--- config.mk ---
export PLATFORM = sky130hd
export DESIGN_NAME = intersection_ctrl
export DESIGN_NICKNAME = d
export VERILOG_FILES = /design/src/rtl/intersection_ctrl.sv
export SDC_FILE = /design/constraint.sdc
export NUM_CORES = 1
export LEC_CHECK = 0
export CAP_MARGIN = 40
export CORE_MARGIN = 5
export CORE_UTILIZATION = 59
export CTS_CLUSTER_SIZE = 10
export DETAILED_ROUTE_END_ITERATION = 6
export DONT_BUFFER_PORTS = 1
export PLACE_DENSITY = 0.75
export SETUP_SLACK_MARGIN = 0.05
export SLEW_MARGIN = 20
export SYNTH_ARGS = -nofsm -noshare
export SYNTH_HDL_FRONTEND = slang
export SYNTH_SLANG_ARGS = --single-unit
--- constraint.sdc ---
create_clock -name clk -period 2.32 [get_ports clk]
set_clock_uncertainty 0.1 [all_clocks]
set_input_delay 0.232 -clock clk [delete_from_list [all_inputs] [get_ports clk]]
set_output_delay 0.232 -clock clk [all_outputs]
set_load 0.01 [all_outputs]
--- src/rtl/intersection_ctrl.sv ---
// ---------------------------------------------------------------------------
// intersection_ctrl
//
// Purpose:
//   Two-road traffic intersection controller with a pedestrian walk phase.
//   North-south and east-west greens alternate, and each one is followed by
//   yellow and then an all-red clearance.
//   A pedestrian press is latched. It is then served by a WALK phase that
//   is inserted after the next all-red clearance to expire. After the walk,
//   the road that was due next gets its green.
//
// Ports:
//   clk       in   1  single clock, all state changes on the rising edge
//   rst       in   1  asynchronous, active-low reset
//   ped_req   in   1  pedestrian button, sampled every edge
//   ns_light  out  2  north-south lamp: 00 RED, 01 GREEN, 10 YELLOW
//   ew_light  out  2  east-west lamp, same encoding
//   walk      out  1  pedestrian walk lamp, 1 = walk
//   ped_pend  out  1  latched pedestrian request not yet served
// ---------------------------------------------------------------------------
module intersection_ctrl #(
    parameter int CNT_W    = 8,
    parameter int GREEN_T  = 8,
    parameter int YELLOW_T = 3,
    parameter int ALLRED_T = 2,
    parameter int WALK_T   = 5
) (
    input  logic       clk,
    input  logic       rst,
    input  logic       ped_req,
    output logic [1:0] ns_light,
    output logic [1:0] ew_light,
    output logic       walk,
    output logic       ped_pend
);

    typedef enum logic [2:0] {
        AR_EW,
        NS_G,
        NS_Y,
        AR_NS,
        EW_G,
        EW_Y,
        WALK
    } state_t;

    localparam logic [1:0] LAMP_RED    = 2'b00;
    localparam logic [1:0] LAMP_GREEN  = 2'b01;
    localparam logic [1:0] LAMP_YELLOW = 2'b10;

    // The direction register records which all-red phase came before the
    // walk. DIR_NS means the walk followed AR_NS, so east-west is due next.
    localparam logic DIR_NS = 1'b0;
    localparam logic DIR_EW = 1'b1;

    // The timer counts down from duration-1 to 0. A duration of 2^CNT_W
    // therefore still fits in CNT_W bits.
    localparam logic [CNT_W-1:0] GREEN_LD  = CNT_W'(GREEN_T - 1);
    localparam logic [CNT_W-1:0] YELLOW_LD = CNT_W'(YELLOW_T - 1);
    localparam logic [CNT_W-1:0] ALLRED_LD = CNT_W'(ALLRED_T - 1);
    localparam logic [CNT_W-1:0] WALK_LD   = CNT_W'(WALK_T - 1);

    state_t           state_q, state_d;
    logic [CNT_W-1:0] timer_q, timer_d;
    logic             pedPend_q, pedPend_d;
    logic             dir_q, dir_d;

    // Timer reload value for the phase being entered.
    function automatic logic [CNT_W-1:0] loadValue(input state_t s);
        logic [CNT_W-1:0] v;
        v = ALLRED_LD;
        case (s)
            NS_G, EW_G: v = GREEN_LD;
            NS_Y, EW_Y: v = YELLOW_LD;
            WALK:       v = WALK_LD;
            default:    v = ALLRED_LD;
        endcase
        return v;
    endfunction

    // State register. Reset parks the controller in the east-west all-red
    // phase, so the first green after release is north-south and appears
    // ALLRED_T cycles later.
    always_ff @(posedge clk or negedge rst) begin
        if (!rst) begin
            state_q   <= AR_EW;
            timer_q   <= ALLRED_LD;
            pedPend_q <= 1'b0;
            dir_q     <= DIR_NS;
        end else begin
            state_q   <= state_d;
            timer_q   <= timer_d;
            pedPend_q <= pedPend_d;
            dir_q     <= dir_d;
        end
    end

    // Next-state logic. The walk decision looks only at the registered
    // pending flag. A press that arrives on the same edge as an all-red
    // expiry is therefore only latched, and it is served at the next
    // all-red. Entering WALK clears the flag, and this clear takes priority
    // over a press on that same edge: a press while already pending is the
    // same request. Presses sampled during WALK are ignored.
    always_comb begin
        state_d   = state_q;
        timer_d   = timer_q - 1'b1;
        pedPend_d = pedPend_q | (ped_req && (state_q != WALK));
        dir_d     = dir_q;

        if (timer_q == '0) begin
            case (state_q)
                NS_G:  state_d = NS_Y;
                NS_Y:  state_d = AR_NS;
                AR_NS: begin
                    if (pedPend_q) begin
                        state_d = WALK;
                        dir_d   = DIR_NS;
                    end else begin
                        state_d = EW_G;
                    end
                end
                EW_G:  state_d = EW_Y;
                EW_Y:  state_d = AR_EW;
                AR_EW: begin
                    if (pedPend_q) begin
                        state_d = WALK;
                        dir_d   = DIR_EW;
                    end else begin
                        state_d = NS_G;
                    end
                end
                WALK:    state_d = (dir_q == DIR_NS) ? EW_G : NS_G;
                default: state_d = AR_EW;
            endcase

            timer_d = loadValue(state_d);
            if (state_d == WALK) begin
                pedPend_d = 1'b0;
            end
        end
    end

    // Moore outputs decoded from the registered state only. Every lamp
    // defaults to RED, so at most one road is non-RED at any time, and walk
    // is never shown alongside a non-RED lamp.
    always_comb begin
        ns_light = LAMP_RED;
        ew_light = LAMP_RED;
        walk     = 1'b0;
        case (state_q)
            NS_G:    ns_light = LAMP_GREEN;
            NS_Y:    ns_light = LAMP_YELLOW;
            EW_G:    ew_light = LAMP_GREEN;
            EW_Y:    ew_light = LAMP_YELLOW;
            WALK:    walk     = 1'b1;
            default: begin
                ns_light = LAMP_RED;
                ew_light = LAMP_RED;
            end
        endcase
    end

    assign ped_pend = pedPend_q;

endmodule
# Word level (Yosys, flattened, before mapping)

Cells that the tools add are included.

Register bits after elaboration: 13
Input bits: 3
Output and inout port bits: 6
Logic and storage cells: 42

Add/subtract/negate cells: 1
Eq/ne operators: 14
Mux-type cells: 15
Bitwise logic cells: 1
Reduce and logical (&&, ||, !) cells: 7

Operators by type and width:

| kind                                                | number |
|---|---|
| equality test 3 bit, second input constant          | 6 |
| case mux 3 bit (6 select lines)                     | 1 |
| equality test 3 x 2 -> 1 bit, second input constant | 3 |
| 2-to-1 mux 3 bit                                    | 3 |
| case mux 3 bit (3 select lines)                     | 1 |
| logical NOT 8 bit                                   | 1 |
| 2-to-1 mux 8 bit                                    | 1 |
| case mux 2 bit (2 select lines)                     | 2 |
| subtractor 8 x 1 -> 8 bit, second input constant    | 1 |
| equality test 3 x 1 -> 1 bit, second input constant | 2 |
| 2-to-1 mux 1 bit                                    | 5 |
| inequality test 2 bit, second input constant        | 2 |
| AND reduction 4 bit                                 | 1 |
| OR reduction 2 bit                                  | 2 |
| logical NOT 3 bit                                   | 1 |
| inequality test 3 bit, second input constant        | 1 |
| 2-to-1 mux 2 bit                                    | 1 |
| case mux 1 bit (2 select lines)                     | 1 |
| nonzero test 2 bit                                  | 1 |
| logical AND 1 bit                                   | 1 |
| bitwise OR 1 bit                                    | 1 |

# Depth between registers and ports, before layout

Gate-level depths: netlist of run 1.

Depth after elaboration: 7
Mapped depth: 6
Gate-level depth less buffers: 5

# Least setup slack after synthesis of run 1

Ideal clock, no wire load.

Path kind: flip-flop to flip-flop
Start point: reg timer_q[0]
End point: reg dir_q
Library setup time: 0.122 ns
Arrival time: 1.747 ns
Data required time: 2.098 ns
Setup slack: 0.351 ns
Stages on the path, launching flop included: 7
Path buffers: 1
Clock period less this slack: 1.969 ns
Path through: dfstp_2 inv_1 ha_1 or3b_1 clkbuf_1 or4_1 a32o_1

Word-level cells in the longest chain between the ends: 2

RTL lines:

| what                          | RTL line | RTL |
|---|---|---|
| start: declaration            | 64       | `logic [CNT_W-1:0] timer_q, timer_d;` |
| start signal: assignment      | 92       | `timer_q <= timer_d;` |
| logical NOT 8 bit             | 110      | `if (timer_q == '0) begin` |
| AND reduction 4 bit (no line) | n/a      |  |
| end signal: assignment        | 94       | `dir_q <= dir_d;` |
| end: declaration              | 66       | `logic dir_q, dir_d;` |

Every way passes these cells.
A chain may end at the register's enable or synchronous reset.

# Worst setup path after layout of run 1

Same ends and word-level chain as after synthesis.

==> impl_metrics.toml, run 1 <==
[sta]
timing.hold.ws_ns = 0.0398
maxSlewViolCount = 0
tns_ns = 0
slew-limit-headroom_pct = 60.3
min_period_ns = 2.05
worstMarginPinSlew_ns = 0.594
rsz0062_at_grt = "no"
fmax_ghz = 0.487
finalSetupViolCount = 0
finalCritPeriodShare_pct = 88.5
fin_ws_ns = 0.267
hold_violations = 0

[logic_synthesis]
async_reset_ff_share_pct = 100
synth_seq_cells = 13
synthCells = 85
synth_cell_types = 35
synth_flop_cell = "dfrtp_1"
yosysWarnings = 0
post_synth.cell_area_avg_um2 = 9.17
ys_seq_area_share_pct = 41.9
syn_nets = 89
netlist_area_um2 = 779
synth_edf_count = 0

[layout]
drive_above_1_share_pct = 12.8
stdcell_area_um2 = 827
layout_common_cells = "dfrtp_1 (12), a21oi_1 (6), inv_1 (5), nor2_1 (5), nand2_1 (5)"
num_antenna_cells = 0
area_delta_synth_final_pct = 6.10
final_nets = 91
final_common_cell = "dfrtp_1"

[setup_path]
max_stage_delay_ns = 0.54
required_ns = 2.39
start_kind = "flop"
worstPathArrival_ns = 2.13
cp_slowest_cell = "or4_1"
worst_setup_path_end_kind = "flop"
crit_family = "simple AND/OR/NAND/NOR gates"
path_cells = "inv_1, ha_1, or3b_1, or4_1, a32o_1"
worst-path-max-fanout = 6
criticalPathCategory = "reg -> reg"
timing.critical_path.buf_inv = 1

[route]
drt-initial-drc-count = 10
ant_nets = 0
dr.pass1.iters = 4
wl_per_cell_um = 16.1
wl_um = 1620
drt_drc_violations_left = 0
vias = 627
via_per_inst = 6.21

[power_and_ir_drop]
ir_drop_v = 0.000627
p_leak_nw = 0.352
total_power_mw = 1.12
power_density_mw_per_mm2 = 1350

[clock_network]
htreeDepth = 1
numCtsBuffers = 3
clkTransAtPathRegs_ns = 0.08
cts-resized-gates = 0
clock_latency_ns = 0.28
cts_sinks = 13
cts_tree = "built"
cts.path.max_buffers = 2
cts_root_buf = "clkbuf_4"

[floorplanning]
die_w_um = 46.4
rows = 13
initial_core_util_pct = 61.4
die_h_um = 46.4
pin_count = 9
die_area_mm2 = 0.00215
coreArea_mm2 = 0.00127

[placed_design]
placed_area_um2 = 791
place_hpwl_um = 1170
numPortBuffers = 0
place_ws_ns = 0.284
gp_congestion = 0.749

[status]
outcome = "finished, final reports clean"

[worst_hold_path]
holdCritPathClass = "in -> reg"

[grt]
grt_pass1_vias = 600
antenna_found_initial = 0
grt_overflow = 0
grt_max_degree = 18
grt_pass1_wl_um = 2860
grtUsageTotal_pct = 19.7

[job]
cap_violations = 0
timing repair:
item / CTS / global route
hold endpoints to repair: 13 / 0
setup endpoints to repair: 0 / 0
buffers inserted: 0 / 0
hold buffers: 1 / 0
layout make-up:
class | count | area (µm²)
sequential | 13 | 327
fill | 116 | 442
tap | 15 | 18.8
inverter | 5 | 18.8
multi-input combinational | 61 | 412
timing repair buffer | 3 | 25.0
clock buffer | 4 | 26.3
power by group:
group | switching [mW] | leakage (nW) | internal [mW]
logic | 0.235 | 0.184 | 0.234
clock network | 0.0755 | 0.0150 | 0.0667
registers | 0.173 | 0.153 | 0.331
total | 0.484 | 0.352 | 0.633
stage by stage:
stage               std cells  util, %
finish                    101     65.2
global route              101     65.2
CTS                       101     65.2
detailed placement         96     62.3
global placement           96     62.3
floorplan                  85        -
Yosys cell counts (3+ instances only):
cell / count / area (µm²)
o21ai_0: 3 / 15.0
nor2_1: 5 / 18.8
a21oi_1: 6 / 30.0
inv_1: 5 / 18.8
mux2_2: 3 / 33.8
dfrtp_1: 12 / 300
nor3b_1: 3 / 22.5
nor3_1: 3 / 15.0
clkbuf_1: 6 / 22.5
nor2b_1: 3 / 18.8
nand2_1: 5 / 18.8
flip-flops by register name (all words and copies together) (netlist names):
register and cells:
state_q 3, dir_q 1, ped_pend 1, timer_q 8
worst paths after layout:
check | from | end | slack (ns) | depth (start not counted)
hold / removal | ped_req | ped_pend | 0.04 | 2
setup reg to reg | timer_q[0] | dir_q | 0.27 | 5
setup / recovery | timer_q[0] | dir_q | 0.27 | 5
hold reg to reg | dir_q | dir_q | 0.45 | 1
min in group asynchronous | rst | state_q[0] | 0.29 | 1
max in group asynchronous | rst | timer_q[1] | 1.44 | 1
metal layers:
metal	share of wire, %	track usage, %
met5	0	0
met4	2.0	10.2
met3	2.6	3.52
met2	50	30.5
met1	45	25.9
cell families after synthesis:
group,synth area share [%]
AO/OA/AOI/OAI,21.0
XOR/XNOR,2.25
adder cells (fa/ha/maj),1.60
buffers and inverters,5.30
flip-flops,41.9
multiplexers,4.33
AND/OR/NAND/NOR,23.6
(Power assumes the default switching activity.)
==> inputs of run 2 (changes only) <==
MAX_ROUTING_LAYER = met4   (was unset)
==> impl_metrics.toml, run 2 (synthesis gave the netlist of run 1 again) <==
[setup_path]
max_stage_delay_ns = 0.53
start_kind = "flop"
crit_family = "simple AND/OR/NAND/NOR gates"
cp_slowest_cell = "or4_1"
worstPathArrival_ns = 2.11
criticalPathCategory = "reg -> reg"
worst_setup_path_end_kind = "flop"
path_cells = "inv_1, ha_1, or3b_1, or4_1, a32o_1"
required_ns = 2.40
timing.critical_path.buf_inv = 1
worst-path-max-fanout = 6

[route]
vias = 631
via_per_inst = 6.25
wl_um = 1630
drt-initial-drc-count = 9
ant_nets = 0
drt_drc_violations_left = 0
wl_per_cell_um = 16.1
dr.pass1.iters = 4

[sta]
worstMarginPinSlew_ns = 0.597
finalSetupViolCount = 0
maxSlewViolCount = 0
fmax_ghz = 0.491
min_period_ns = 2.04
rsz0062_at_grt = "no"
finalCritPeriodShare_pct = 87.7
slew-limit-headroom_pct = 60.1
tns_ns = 0
hold_violations = 0

[clock_network]
clock_latency_ns = 0.28
cts_sinks = 13
cts-resized-gates = 0
cts.path.max_buffers = 2
cts_root_buf = "clkbuf_4"
numCtsBuffers = 3
htreeDepth = 1
post_cts_buffers = 0
cts_tree = "built"
clkTransAtPathRegs_ns = 0.09

[grt]
grt_pass1_wl_um = 2880
grt_pass1_vias = 591
grt_max_degree = 18
grt_overflow = 0
grtUsageTotal_pct = 20.5
antenna_found_initial = 0

[status]
outcome = "finished, final reports clean"

[floorplanning]
coreArea_mm2 = 0.00127
initial_core_util_pct = 61.4
die_w_um = 46.4
pin_count = 9
die_h_um = 46.4
die_area_mm2 = 0.00215
rows = 13

[power_and_ir_drop]
netSwitchingFraction_pct = 43.5
ir_drop_v = 0.000625
power_density_mw_per_mm2 = 1350
p_clk_share_pct = 12.8
p_sw_mw = 0.486
power_frac_comb_pct = 42.1
p_leak_nw = 0.352
seqPwrFrac_pct = 45.0
p_int_mw = 0.633

[placed_design]
place_hpwl_um = 1170
dp.cells = 96
numPortBuffers = 0
gp_congestion = 0.759
placed_area_um2 = 791

[layout]
stdcell_area_um2 = 827
layoutNonFillerInstCount = 101
area_delta_synth_final_pct = 6.10
fillers = 116
largest_register_ffs = 8
final_common_cell = "dfrtp_1"
num_antenna_cells = 0
regMostFlops = "timer_q"
final_nets = 91
drive_above_1_share_pct = 12.8
top_regs = "timer_q: 8 flops, state_q: 3 flops"
layout_common_cells = "dfrtp_1 (12), a21oi_1 (6), inv_1 (5), nor2_1 (5), nand2_1 (5)"

[job]
cap_violations = 0

[worst_hold_path]
holdCritPathClass = "in -> reg"
==> run 2: cell counts in the layout (fill, tap and decap cells not counted) <==
No cell type changed its count.
==> run 2: final cells by class <==
| type | count | area, µm² | area share (%) |
|---|---|---|---|
| multi-input combinational | 61 | 412 | 49.8 |
| sequential | 13 | 327 | 39.5 |
| clock buffer | 4 | 26.3 | 3.18 |
| timing repair buffer | 3 | 25.0 | 3.03 |
| inverter | 5 | 18.8 | 2.27 |
| tap | 15 | 18.8 | 2.27 |
==> run 2: final timing paths <==
path	start	end	slack (ns)	depth (start not counted)
worst max-delay path	timer_q[0]	dir_q	0.28	5
worst min-delay path	ped_req	ped_pend	0.04	2
worst max register to register	timer_q[0]	dir_q	0.28	5
worst min register to register	dir_q	dir_q	0.46	1
max in group asynchronous	rst	timer_q[2]	1.44	1
min in group asynchronous	rst	state_q[0]	0.29	1
==> run 2: timing repair <==
item,in CTS,in global routing
hold buffers,1,0
setup endpoints to repair,0,0
hold endpoints to repair,13,0
==> run 2: routing by layer <==
layer / GRT usage [%] / up-vias / wire, µm
met1: 26.8 / 297 / 725
met4: 10.2 / 0 / 31
li1: - / 319 / -
met5: - / - / 0
met3: 3.52 / 4 / 44
met2: 30.2 / 11 / 827
==> run 2: power groups by stage <==
stage,Sequential [mW],Combinational [mW],Clock [mW]
global route,0.533,0.528,0.164
detailed placement,0.509,0.466,0
finish,0.504,0.471,0.144
floorplan,0.416,0.442,0
global placement,0.497,0.454,0
CTS,0.502,0.475,0.145
==> run 2: stage by stage <==
stage	hold slack, ns	util (%)	setup WS (ns)	total power [mW]
3_3_place_gp	-0.163	62.3	0.346	0.951
5_1_grt	0.0500	65.2	0.150	1.23
2_1_floorplan	-0.164	-	0.351	0.858
4_1_cts	0.0324	65.2	0.275	1.12
3_5_place_dp	-0.163	62.3	0.284	0.975
6_report	0.0403	65.2	0.285	1.12
==> inputs of run 3 (changes only) <==
PLACE_DENSITY = unset   (was 0.75)
PLACE_DENSITY_LB_ADDON = 0.12   (was unset)
==> impl_metrics.toml, run 3 (synthesis gave the netlist of run 1 again) <==
[power_and_ir_drop]
power_density_mw_per_mm2 = 1350
p_leak_nw = 0.352
ir_drop_v = 0.000629

[route]
vias = 634
wl_um = 1600
ant_nets = 0
drt-initial-drc-count = 12
wl_per_cell_um = 15.9
dr.pass1.iters = 4
via_per_inst = 6.28
drt_drc_violations_left = 0

[placed_design]
place_hpwl_um = 1120
gp_congestion = 0.797
numPortBuffers = 0
place_ws_ns = 0.297
dp.cells = 96

[layout]
layout_common_cells = "dfrtp_1 (12), a21oi_1 (6), inv_1 (5), nor2_1 (5), nand2_1 (5)"
regMostFlops = "timer_q"
final_common_cell = "dfrtp_1"
drive_above_1_share_pct = 12.8
top_regs = "timer_q: 8 flops, state_q: 3 flops"
num_antenna_cells = 0
largest_register_ffs = 8
area_delta_synth_final_pct = 6.10
layoutNonFillerInstCount = 101
final_nets = 91
post-route-util_pct = 65.2

[sta]
worstMarginPinSlew_ns = 0.584
hold_violations = 0
maxSlewViolCount = 0
fin_ws_ns = 0.276
tns_ns = 0
finalCritPeriodShare_pct = 88.1
fmax_ghz = 0.489
finalSetupViolCount = 0
slew-limit-headroom_pct = 61.0
rsz0062_at_grt = "no"
min_period_ns = 2.04

[job]
cap_violations = 0

[clock_network]
post_cts_buffers = 0
clkTransAtPathRegs_ns = 0.08
clock_latency_ns = 0.27
cts_tree = "built"
numCtsBuffers = 3
cts.path.max_buffers = 2
cts_root_buf = "clkbuf_4"
htreeDepth = 1
cts_sinks = 13
cts-resized-gates = 0

[floorplanning]
die_h_um = 46.4
rows = 13
pin_count = 9
initial_core_util_pct = 61.4
die_area_mm2 = 0.00215
coreArea_mm2 = 0.00127
die_w_um = 46.4

[status]
outcome = "finished, final reports clean"

[setup_path]
start_kind = "flop"
max_stage_delay_ns = 0.52
crit_family = "simple AND/OR/NAND/NOR gates"
timing.critical_path.buf_inv = 1
cp-endpoint = "dir_q"
crit_start = "timer_q[1]"
r2r-start = "timer_q[1]"
worstRegToRegCells = 5
criticalPathCategory = "reg -> reg"
worstPathArrival_ns = 2.10
regToRegEndpoint = "dir_q"
path_cells = "inv_1, ha_1, or3b_1, or4_1, a32o_1"
worst_setup_path_end_kind = "flop"
reg2reg_slack_ns = 0.28
worst-path-max-fanout = 6
worst-path-stages = 5
cp_slowest_cell = "or4_1"
required_ns = 2.38

[grt]
antenna_found_initial = 0
grtUsageTotal_pct = 18.5
grt_max_degree = 18
grt_overflow = 0
grt_pass1_vias = 601
grt_pass1_wl_um = 2730

[worst_hold_path]
holdCritPathClass = "in -> reg"
-- run 3: worst reg2reg max path: stages, from the launching register on --
cell     delay [ns]
dfrtp_1        0.40
inv_1          0.07
ha_1           0.18
or3b_1         0.45
or4_1          0.53
a32o_1         0.21
-- run 3: worst min path at each step --
stage / depth (start not counted) / endpoint / from / slack, ns
4_1_cts: 2 / ped_pend / ped_req / 0.05
3_3_place_gp: 0 / ped_pend / rst / -0.16
3_5_place_dp: 0 / ped_pend / rst / -0.16
2_1_floorplan: 0 / dir_q / rst / -0.16
5_1_grt: 2 / ped_pend / ped_req / 0.03
6_report: 2 / ped_pend / ped_req / 0.05
-- run 3: final cells by class --
class,instances,area [µm²]
clock buffers,4,26.3
flip-flops and latches,13,327
multi-input cells,61,412
inverters,5,18.8
repair buffers,3,25.0
fillers,118,442
well taps,15,18.8
-- run 3: report_power, final --
| group | internal [mW] | switching (mW) | total (mW) |
|---|---|---|---|
| Combinational | 0.234 | 0.236 | 0.470 |
| Clock | 0.0665 | 0.0716 | 0.138 |
| Sequential | 0.331 | 0.173 | 0.505 |
-- run 3: metal layers --
layer / GRT usage [%] / part of all wire (%) / routed length (µm)
met1: 26.4 / 47 / 759
met2: 26.4 / 48 / 761
met3: 3.91 / 5.0 / 80
met4: 5.11 / 0 / 0
met5: - / 0 / 0
-- run 3: through the flow --
| stage | hold WS (ns) | area (µm²) | power, mW |
|---|---|---|---|
| floorplan | -0.164 | 779 | 0.858 |
| finish | 0.0501 | 827 | 1.11 |
| global route | 0.0348 | 827 | 1.22 |
| CTS | 0.0497 | 827 | 1.11 |
| detailed placement | -0.163 | 791 | 0.970 |
| global placement | -0.163 | 791 | 0.951 |
-- run 3: timing repair --
action	CTS	global route
hold endpoints to repair	13	0
hold buffers	1	0
setup endpoints to repair	0	0
